[config.mk]
export PLATFORM = sky130hd
export DESIGN_NAME = seq_onehot_left_shifter
export DESIGN_NICKNAME = d
export VERILOG_FILES = /design/src/rtl/seq_shift_pkg.sv /design/src/rtl/shl_ao_stage.sv /design/src/rtl/seq_onehot_left_shifter.sv
export SDC_FILE = /design/constraint.sdc
export NUM_CORES = 1
export LEC_CHECK = 0
export BUFFER_PORTS_ARGS = -buffer_cell sky130_fd_sc_hd__buf_4
export CAP_MARGIN = 10
export CORE_MARGIN = 2
export CORE_UTILIZATION = 58
export DETAILED_ROUTE_END_ITERATION = 12
export HOLD_SLACK_MARGIN = 0.05
export PLACE_DENSITY = 0.83
export SYNTH_ARGS = -nofsm -noshare
export SYNTH_HDL_FRONTEND = slang
export SYNTH_HIERARCHICAL = 1
export SYNTH_SLANG_ARGS = --single-unit
[constraint.sdc]
create_clock -name clk -period 4.1 [get_ports clk]
set_input_delay 0.41 -clock clk [delete_from_list [all_inputs] [get_ports clk]]
set_output_delay 0.41 -clock clk [all_outputs]
set_load 0.005 [all_outputs]
[src/rtl/seq_shift_pkg.sv]
// Shared definitions for the sequential one-hot left shifter.
//   state_t   : controller state encoding (IDLE, SHIFT, DONE), 2 bits
//   DEF_WIDTH : default data / mask width
package seq_shift_pkg;

  localparam int DEF_WIDTH = 16;

  typedef enum logic [1:0] {
    IDLE  = 2'd0,
    SHIFT = 2'd1,
    DONE  = 2'd2
  } state_t;

endpackage : seq_shift_pkg

[src/rtl/shl_ao_stage.sv]
// Single AND-OR accumulate cell of the left shifter: folds the currently
// shifted operand into the accumulator when the selecting mask bit is set.
// Same cell shape as the combinational right shifter.
//   acc     : running OR of already selected shifts
//   sh      : operand shifted by the current step index
//   sel     : mask bit for the current step
//   acc_nxt : acc | (sh & {WIDTH{sel}})
module shl_ao_stage #(
  parameter int WIDTH = 16
) (
  input  logic [WIDTH-1:0] acc,
  input  logic [WIDTH-1:0] sh,
  input  logic             sel,
  output logic [WIDTH-1:0] acc_nxt
);

  assign acc_nxt = acc | (sh & {WIDTH{sel}});

endmodule : shl_ao_stage

[src/rtl/seq_onehot_left_shifter.sv]
// Multi-cycle logical left shifter with a one-hot / multi-hot shift mask.
// One mask bit is consumed per clock through a shared AND-OR stage, so an
// operation always takes WIDTH SHIFT cycles followed by one DONE cycle.
//
//   state | meaning
//   ------+------------------------------------------------------------
//   IDLE  | waiting for start; w holds the previous result
//   SHIFT | one mask bit per cycle folded into acc; busy=1
//   DONE  | w just loaded, done=1; start here chains the next operation
//
// Ports:
//   clk   : clock, all state updates on rising edge
//   rst   : synchronous active-high reset
//   start : request, sampled only in IDLE or DONE
//   d     : operand, captured on accepted start
//   n     : shift mask, bit j selects a left shift by j
//   w     : result, stable from done until the next result is produced
//   busy  : operation in progress
//   done  : single-cycle pulse, w valid
module seq_onehot_left_shifter
  import seq_shift_pkg::*;
#(
  parameter int WIDTH = DEF_WIDTH,
  localparam int CNT_W = $clog2(WIDTH)
) (
  input  logic             clk,
  input  logic             rst,
  input  logic             start,
  input  logic [WIDTH-1:0] d,
  input  logic [WIDTH-1:0] n,
  output logic [WIDTH-1:0] w,
  output logic             busy,
  output logic             done
);

  localparam logic [CNT_W-1:0] CNT_LAST = CNT_W'(WIDTH - 1);

  state_t             state_q;
  state_t             state_d;
  logic [WIDTH-1:0]   sh_reg;
  logic [WIDTH-1:0]   mask_reg;
  logic [WIDTH-1:0]   acc;
  logic [WIDTH-1:0]   acc_nxt;
  logic [CNT_W-1:0]   cnt;
  logic [WIDTH-1:0]   w_q;
  logic               load;
  logic               last_step;

  shl_ao_stage #(
    .WIDTH (WIDTH)
  ) u_ao_stage (
    .acc     (acc),
    .sh      (sh_reg),
    .sel     (mask_reg[0]),
    .acc_nxt (acc_nxt)
  );

  assign last_step = (state_q == SHIFT) && (cnt == CNT_LAST);

  always_comb begin
    state_d = state_q;
    load    = 1'b0;
    case (state_q)
      IDLE: begin
        if (start) begin
          load    = 1'b1;
          state_d = SHIFT;
        end
      end
      SHIFT: begin
        if (cnt == CNT_LAST) state_d = DONE;
      end
      DONE: begin
        if (start) begin
          load    = 1'b1;
          state_d = SHIFT;
        end else begin
          state_d = IDLE;
        end
      end
      default: state_d = IDLE;
    endcase
  end

  always_ff @(posedge clk) begin
    if (rst) begin
      state_q  <= IDLE;
      sh_reg   <= '0;
      mask_reg <= '0;
      acc      <= '0;
      cnt      <= '0;
      w_q      <= '0;
    end else begin
      state_q <= state_d;
      if (load) begin
        sh_reg   <= d;
        mask_reg <= n;
        acc      <= '0;
        cnt      <= '0;
      end else if (state_q == SHIFT) begin
        acc      <= acc_nxt;
        sh_reg   <= sh_reg << 1;
        mask_reg <= mask_reg >> 1;
        cnt      <= cnt + 1'b1;
      end
      // Take the post-step accumulator so the final mask bit is included.
      if (last_step) w_q <= acc_nxt;
    end
  end

  assign w    = w_q;
  assign busy = (state_q == SHIFT);
  assign done = (state_q == DONE);

endmodule : seq_onehot_left_shifter

==> results of run 1 <==
-- per-layer routing --
layer / GRT usage / wire length [microns]
met1: 0.3105 / 2690
met2: 0.3990 / 2981
met3: 0.09945 / 376
met4: 0.09053 / 108
met5: 0 / 0
-- power breakdown --
group	leakage [uW]	switching, uW	total, uW	internal, uW
combinational	0.000695	85.8	149	63.1
sequential	0.000571	25.8	738	712
clock	0.000102	260	555	295
-- area by class of cell --
cell class,instances,share of cell area
Timing Repair Buffer,54,0.1247
Clock inverter,6,0.01886
Sequential cell,70,0.4311
Clock buffer,10,0.04234
Inverter,2,0.002309
Multi-Input combinational cell,206,0.3607
Tap cell,52,0.02002
-- synth_stat cells --
cell and n:
buf_4 1, nand3b_1 1, a21o_2 6, nor2_1 3, clkbuf_1 10, a22oi_1 5, ha_1 1, nand3_1 7
xor2_1 1, nor3_4 1, nor2b_1 2, o22ai_1 16, nor3_1 34, or3_1 1, xnor2_1 1, o21ai_0 10
buf_1 1, a21oi_1 24, dfxtp_1 70, mux2i_1 2, inv_2 1, a21o_1 10, a22o_1 16, nand2_1 53
inv_1 1, buf_2 11, buf_6 5, a31oi_1 9, nand2b_1 2, o21a_4 1
-- how the worst max path moves through the flow --
stage               start      end  slack (ns)  cells after the start
6_report       state_q[0]     busy        1.97                      3
5_1_grt        state_q[0]     busy        1.81                      3
4_1_cts        state_q[0]     busy        1.95                      3
3_5_place_dp        start   acc[3]        2.02                      5
3_3_place_gp        start  acc[11]        2.11                      5
2_1_floorplan      cnt[0]    w[10]        2.73                      5
-- worst max-delay path: cells and delay by family, from the launching register on --
kind	cells	cell delay, ns
flip-flops	1	0.41
buffers and inverters	2	0.87
AND/OR/NAND/NOR	1	0.09
-- metrics by stage --
stage | setup slack [ns] | instance area, sq um | hold WS (ns) | total power (uW)
CTS | 1.951 | 3251 | 0.3219 | 1447
floorplan | 2.727 | 2736 | 0.4362 | 855.8
finish | 1.967 | 3251 | 0.3312 | 1442
global placement | 2.111 | 3052 | 0.4414 | 895.0
detailed placement | 2.022 | 3052 | 0.4473 | 899.6
global route | 1.806 | 3251 | 0.3275 | 1494
-- layout by cell type (no fill, tap or decap), types with 2 or more instances in the layout --
cell,netlist,routed
nor3_1,34,34
dfxtp_1,70,70
nor2_1,3,3
o22ai_1,16,16
a22o_1,16,16
a31oi_1,9,9
a21oi_1,24,24
a21o_2,6,6
buf_4,1,54
clkbuf_8,0,10
nand2_1,53,53
clkinv_2,0,3
o21ai_0,10,10
mux2i_1,2,2
a22oi_1,5,5
a21o_1,10,10
nand3_1,7,7
-- logic make-up (layout without fill, tap and decap cells) --
kind of cell	after synthesis	in the layout	share of synthesized area
mux	2	2	0.007316
compound gates	97	97	0.2364
simple gates	104	104	0.1719
flops	70	70	0.5121
fa+ha+maj	1	1	0.004572
xor+xnor	2	2	0.006403
buf+inv	30	72	0.06127
==> impl_metrics.yaml, run 1 <==
cells_and_area:
  multiInputGateArea_sq_mm: 0.001172
  layout-drive-gt1-share: 0.2328
  final_util: 0.7314
  area_delta_synth_final_pct: 18.79
  register_area_sq_mm: 0.001401
  final_cells: 400
  nNetsFinal: 379
  num-fill-cells: 355
  n_antenna_cell: 0
cts:
  numCtsBuffers: 9
  tritoncts: "built"
  clk_pin_slew_ns: 0.07
  clockBufferDepth: 2
  postCtsSetupRepairBufs: 0
  cts_hold_buf: 0
  clock_sinks: 70
  worstSkewPairLatency_ns: 0.36
  post_cts_resized: 0
  htree_levels: 3
  cts-root-buf: "clkbuf_8"
min_path:
  whs_path_depth: 3
  hp-class: "input pin to flop"
  worstHoldStart: "n[1]"
  worstHoldEndpoint: "mask_reg[1]"
timing:
  fin_tns_setup_ns: 0
  worstMarginPinSlew_ns: 1.052
  slew_headroom: 0.2957
  min_period_ns: 2.133
  maxSlewViolCount: 0
  max_freq_ghz: 0.4688
  finalHoldViolations: 0
  min_period_over_period: 0.5203
  skew_ns: 0.005133
  finalSetupViolCount: 0
  grt_setup_unrepaired: "no"
yosys:
  synthCells: 306
  yosysUniqueCellTypes: 30
  synth_seq_cells: 70
  yosysSeqAreaShare: 0.5121
  syn_nets: 342
  yosysTopAreaCellShare: 0.5121
  synth.area.top_cells: "dfxtp_1 (51%), nand2_1 (7.3%), nor3_1 (6.2%)"
  yosysTopAreaCell: "dfxtp_1"
  postSynthAreaPerCell_sq_um: 8.942
  syn_area_sq_mm: 0.002736
  yosysWarnings: 6
setup_path:
  reg2reg_depth: 4
  start_kind: "flop"
  r2r_end: "cnt[3]"
  r2r-start: "state_q[0]"
  setup.worst_path.class: "flop to output pin"
  cp-end-kind: "output pin"
  path_max_fanout: 52
  cp.arrival_ns: 1.72
  rrSetupSlack_ns: 2.00
  critical_path_required_ns: 3.69
  slowest_delay_ns: 0.63
  crit_chain: "nand2b_2, inv_2, buf_4"
  crit_slowest_cell: "inv_2"
floorplanning:
  floorplan.rows: 24
  die_area_sq_mm: 0.005283
  ioPinCount: 53
  die_x_microns: 72.69
  fp.dieH_microns: 72.69
  initial_core_util: 0.6157
  core_area_sq_mm: 0.004444
global_routing:
  grt_pass1_vias: 2173
  antenna_found_initial: 0
  grt_max_degree: 53
  grt.total_usage: 0.2515
  grt_pass1_wl_microns: 10080
  gr-total-overflow: 0
drt:
  vias: 2337
  drcViolationCount: 0
  antenna_left: 0
  viasPerCell: 5.843
  wl_microns: 6156
  drt_iter0_markers: 205
  wire_per_inst_microns: 15.39
  dr.pass1.iters: 4
pwr:
  ir_drop_v: 0.0002932
  leakagePower_uw: 0.001369
  p_per_area_mw_per_mm2: 443.5
job:
  drv_cap: 0
place:
  dp_hpwl_microns: 3740
  port_buffers: 52
  dp.cells: 384
  gp_congestion: 0.7616
outcome:
  status: "completed"
No activity file was read; power rests on OpenSTA's default activity.
==> inputs of run 2 (changes only) <==
--- a/config.mk
+++ b/config.mk
@@ -8,10 +8,10 @@
 export BUFFER_PORTS_ARGS = -buffer_cell sky130_fd_sc_hd__buf_4
 export CAP_MARGIN = 10
 export CORE_MARGIN = 2
-export CORE_UTILIZATION = 58
+export CORE_UTILIZATION = 54
 export DETAILED_ROUTE_END_ITERATION = 12
 export HOLD_SLACK_MARGIN = 0.05
-export PLACE_DENSITY = 0.83
+export PLACE_DENSITY = 0.78
 export SYNTH_ARGS = -nofsm -noshare
 export SYNTH_HDL_FRONTEND = slang
 export SYNTH_HIERARCHICAL = 1
==> constraint.sdc (replaced) <==
create_clock -name clk -period 2.1 [get_ports clk]
set_input_delay 0.21 -clock clk [delete_from_list [all_inputs] [get_ports clk]]
set_output_delay 0.21 -clock clk [all_outputs]
set_load 0.005 [all_outputs]
==> impl_metrics.yaml, run 2 (synthesis results as in run 1) <==
setup_path:
  critical_path_required_ns: 1.89
  start_kind: "flop"
  rrSetupSlack_ns: 0.46
  path_max_fanout: 16
  cp-end-kind: "output pin"
  reg2reg_depth: 5
  r2r-start: "state_q[1]"
  r2r_end: "sh_reg[6]"
  setup.worst_path.class: "flop to output pin"
  cp.arrival_ns: 1.75
min_path:
  worstHoldStart: "d[9]"
  hp-class: "input pin to flop"
  worstHoldEndpoint: "sh_reg[9]"
  whs_path_depth: 3
place:
  place_ws_ns: 0.4678
  gp_congestion: 0.7589
  port_buffers: 52
  dp_hpwl_microns: 3999
  placed_area_sq_mm: 0.003151
floorplanning:
  initial_core_util: 0.5681
  die_area_sq_mm: 0.005653
  core_area_sq_mm: 0.004817
  floorplan.rows: 25
  ioPinCount: 53
  die_x_microns: 75.19
  fp.dieH_microns: 75.19
cells_and_area:
  area_delta_synth_final_pct: 22.45
  layout-drive-gt1-share: 0.2493
  stdcell_area_sq_mm: 0.003351
  final_cell_mix: "dfxtp_1 (70), buf_4 (62), nand2_1 (53), nor3_1 (34), a21oi_1 (24)"
  nNetsFinal: 388
  n_antenna_cell: 0
  num-fill-cells: 418
  final_common_cell: "dfxtp_1"
drt:
  routed.top_layer: "met4"
  wl_microns: 6209
  drt_iter0_markers: 138
  vias: 2368
  dr_wl_met3_microns: 391
  viasPerCell: 5.585
  antenna_left: 0
  drcViolationCount: 0
  routed-wl-met2_microns: 2924
  m1WireLength_microns: 2743
  wire_per_inst_microns: 14.64
  dr.pass1.iters: 4
timing:
  finalSetupViolCount: 0
  min_period_over_period: 0.9320
  finalHoldViolations: 0
  fin_tns_setup_ns: 0
  grt_setup_unrepaired: "no"
  slew_headroom: 0.5208
  worstMarginPinSlew_ns: 0.7178
  skew_ns: 0.007539
  setup_slack_ns: 0.1429
  min_period_ns: 1.957
  max_freq_ghz: 0.5109
  maxSlewViolCount: 0
outcome:
  status: "completed"
cts:
  clockBufferDepth: 2
  cts_hold_buf: 0
  worstSkewPairLatency_ns: 0.35
  clk_pin_slew_ns: 0.07
  postCtsSetupRepairBufs: 0
  htree_levels: 3
  tritoncts: "built"
  clock_sinks: 70
  numCtsBuffers: 9
  cts-root-buf: "clkbuf_8"
  post_cts_resized: 0
pwr:
  leakagePower_uw: 0.001420
  p_per_area_mw_per_mm2: 848.9
  ir_drop_v: 0.0006573
global_routing:
  antenna_found_initial: 0
  gr-total-overflow: 0
  grt.total_usage: 0.2441
  grt_max_degree: 27
  grt_pass1_vias: 2194
  grt_pass1_wl_microns: 10190
job:
  drv_cap: 0
-- run 2: cell types whose count changed in the layout (fill, tap and decap cells not counted), sizes merged --
cell,delta
clkinv,-1
clkbuf,+2
buf,+9
clkinvlp,-1
-- run 2: per-layer routing --
layer / GRT usage / up-vias
met5: 0 / -
met2: 0.3782 / 64
met1: 0.3146 / 1095
met4: 0.1189 / 0
met3: 0.06827 / 12
li1: - / 1197
-- run 2: stage by stage --
stage	power [uW]	utilization	hold WS, ns	std cells
6_report	2845	0.6956	0.1350	424
5_1_grt	2951	0.6956	0.1378	424
4_1_cts	2855	0.6956	0.1338	424
3_5_place_dp	1778	0.6540	0.4469	408
3_3_place_gp	1773	0.6540	0.4421	408
2_1_floorplan	1671	-	0.3942	306
-- run 2: how the worst max path moves through the flow --
stage                    start          to  depth (start not counted)  slack, ns
floorplan               cnt[0]       w[14]                          5       0.73
global placement    state_q[1]  sh_reg[11]                          5       0.54
detailed placement  state_q[1]   sh_reg[6]                          5       0.47
CTS                 state_q[0]        busy                          4       0.15
global route        state_q[0]        busy                          4       0.02
finish              state_q[0]        busy                          4       0.14
-- run 2: critical path, stage by stage, from the launching register on --
cell	delay (ns)
dfxtp_1	0.41
nand2b_2	0.26
inv_2	0.31
buf_4	0.27
buf_4	0.14
-- run 2: power by group --
group / internal [uW] / switching [uW]
registers: 1390 / 50.0
clock network: 607 / 486
logic: 141 / 170
-- run 2: layout make-up --
class                      instances  area [sq um]  share of cell area
timing repair buffer              63         485.5              0.1449
tap                               67         83.83             0.02502
sequential                        70          1401              0.4182
inverter                           2         7.507            0.002240
multi-input combinational        206          1172              0.3499
clock buffer                      12         155.1             0.04630
clock inverter                     4         45.04             0.01344
==> inputs of run 3 (changes only) <==
--- a/config.mk
+++ b/config.mk
@@ -12,6 +12,7 @@
 export DETAILED_ROUTE_END_ITERATION = 12
 export HOLD_SLACK_MARGIN = 0.05
 export PLACE_DENSITY = 0.78
+export REMOVE_ABC_BUFFERS = 1
 export SYNTH_ARGS = -nofsm -noshare
 export SYNTH_HDL_FRONTEND = slang
 export SYNTH_HIERARCHICAL = 1
==> impl_metrics.yaml, run 3 (synthesis results as in run 1) <==
timing:
  min_period_ns: 1.713
  max_freq_ghz: 0.5839
  worstMarginPinSlew_ns: 0.7257
  maxSlewViolCount: 0
  holdWs_ns: 0.1385
  finalSetupViolCount: 0
  min_period_over_period: 0.8155
  finalHoldViolations: 0
  slew_headroom: 0.5155
  fin_tns_setup_ns: 0
  grt_setup_unrepaired: "no"
  skew_ns: 0.006664
global_routing:
  grt_pass1_vias: 2242
  gr-total-overflow: 0
  grt.total_usage: 0.2493
  antenna_found_initial: 0
  grt_max_degree: 36
  grt_pass1_wl_microns: 10410
setup_path:
  crit_family: "buffers and inverters"
  rrSetupSlack_ns: 0.56
  crit_chain: "nand2b_2, inv_2, buf_4"
  r2r-start: "state_q[0]"
  crit_slowest_cell: "dfxtp_1"
  slowest_delay_ns: 0.41
  path_max_fanout: 18
  cp.arrival_ns: 1.50
  r2r_end: "sh_reg[9]"
  critical_path_required_ns: 1.89
  setup.worst_path.class: "flop to output pin"
  cp_num_buf_inv: 2
  reg2reg_depth: 5
  start_kind: "flop"
  cp-end-kind: "output pin"
pwr:
  leakagePower_uw: 0.001411
  p_per_area_mw_per_mm2: 873.9
  switching_share: 0.2506
  switchingPower_uw: 733.4
  p_int_uw: 2194
  p_comb_frac: 0.107
  p_seq_frac: 0.492
  ir_drop_v: 0.0007586
  p_clk_frac: 0.402
cts:
  post_cts_resized: 0
  worstSkewPairLatency_ns: 0.35
  clk_pin_slew_ns: 0.07
  cts-root-buf: "clkbuf_8"
  clock_sinks: 70
  tritoncts: "built"
  cts_hold_buf: 0
  numCtsBuffers: 9
  clockBufferDepth: 2
  htree_levels: 3
  postCtsSetupRepairBufs: 0
min_path:
  whs_path_depth: 3
  worstHoldEndpoint: "mask_reg[1]"
  hp-class: "input pin to flop"
  worstHoldStart: "n[1]"
place:
  dp_hpwl_microns: 4041
  gp_congestion: 0.7843
  placed_area_sq_mm: 0.003136
  port_buffers: 52
cells_and_area:
  n_antenna_cell: 0
  final_cell_mix: "dfxtp_1 (70), buf_4 (60), nand2_1 (53), nor3_1 (34), a21oi_1 (24)"
  stdcell_area_sq_mm: 0.003349
  layout-drive-gt1-share: 0.2451
  final_common_cell: "dfxtp_1"
  area_delta_synth_final_pct: 22.41
  nNetsFinal: 386
  final_util: 0.6953
floorplanning:
  ioPinCount: 53
  fp.dieH_microns: 75.19
  core_area_sq_mm: 0.004817
  initial_core_util: 0.5681
  die_x_microns: 75.19
  floorplan.rows: 25
  die_area_sq_mm: 0.005653
drt:
  viasPerCell: 5.656
  dr.pass1.iters: 4
  wl_microns: 6400
  vias: 2387
  drt_iter0_markers: 191
  wire_per_inst_microns: 15.17
  drcViolationCount: 0
  antenna_left: 0
outcome:
  status: "completed"
job:
  drv_cap: 0
[run 3: per-stage QoR]
step	power (uW)	worst slack, ns	cells
2_1_floorplan	1632	-0.3560	278
3_3_place_gp	1771	0.6253	406
3_5_place_dp	1779	0.5566	406
4_1_cts	2945	0.3716	422
5_1_grt	3042	0.2923	422
6_report	2927	0.3875	422
[run 3: metal layers]
layer  vias up  GRT usage  routed length (microns)
li1       1186          -                        -
met1      1114     0.3213                     2827
met2        79     0.3977                     3110
met3         8    0.07764                      399
met4         0    0.08772                       63
met5         -          0                        0
[run 3: layout make-up]
class,instances,area (sq um)
Clock buffer,10,127.6
Inverter,2,7.507
Fill cell,419,1468
Clock inverter,6,86.33
Sequential cell,70,1401
Multi-Input combinational cell,206,1172
Timing Repair Buffer,61,470.5
Tap cell,67,83.83
[run 3: worst register-to-register path: stages (launching register included)]
cell      delay, ns
dfxtp_1        0.41
nand2b_2       0.24
inv_2          0.33
buf_12         0.25
a22oi_1        0.12
a21oi_1        0.13
[run 3: power by group through the flow]
stage                     sequential, uW  clock (uW)  combinational, uW
after global routing                1450        1250                345
after global placement              1470           0                305
after detailed placement            1470           0                311
after CTS                           1440        1190                313
after floorplan                     1450           0                179
final                               1440        1180                312
[run 3: worst max path at each step]
stage / from / to / slack [ns] / cells after the start
6_report: state_q[0] / busy / 0.39 / 3
2_1_floorplan: state_q[1] / mask_reg[0] / -0.36 / 4
3_5_place_dp: state_q[0] / sh_reg[9] / 0.56 / 5
4_1_cts: state_q[0] / busy / 0.37 / 3
3_3_place_gp: state_q[1] / cnt[0] / 0.63 / 5
5_1_grt: state_q[0] / busy / 0.29 / 3
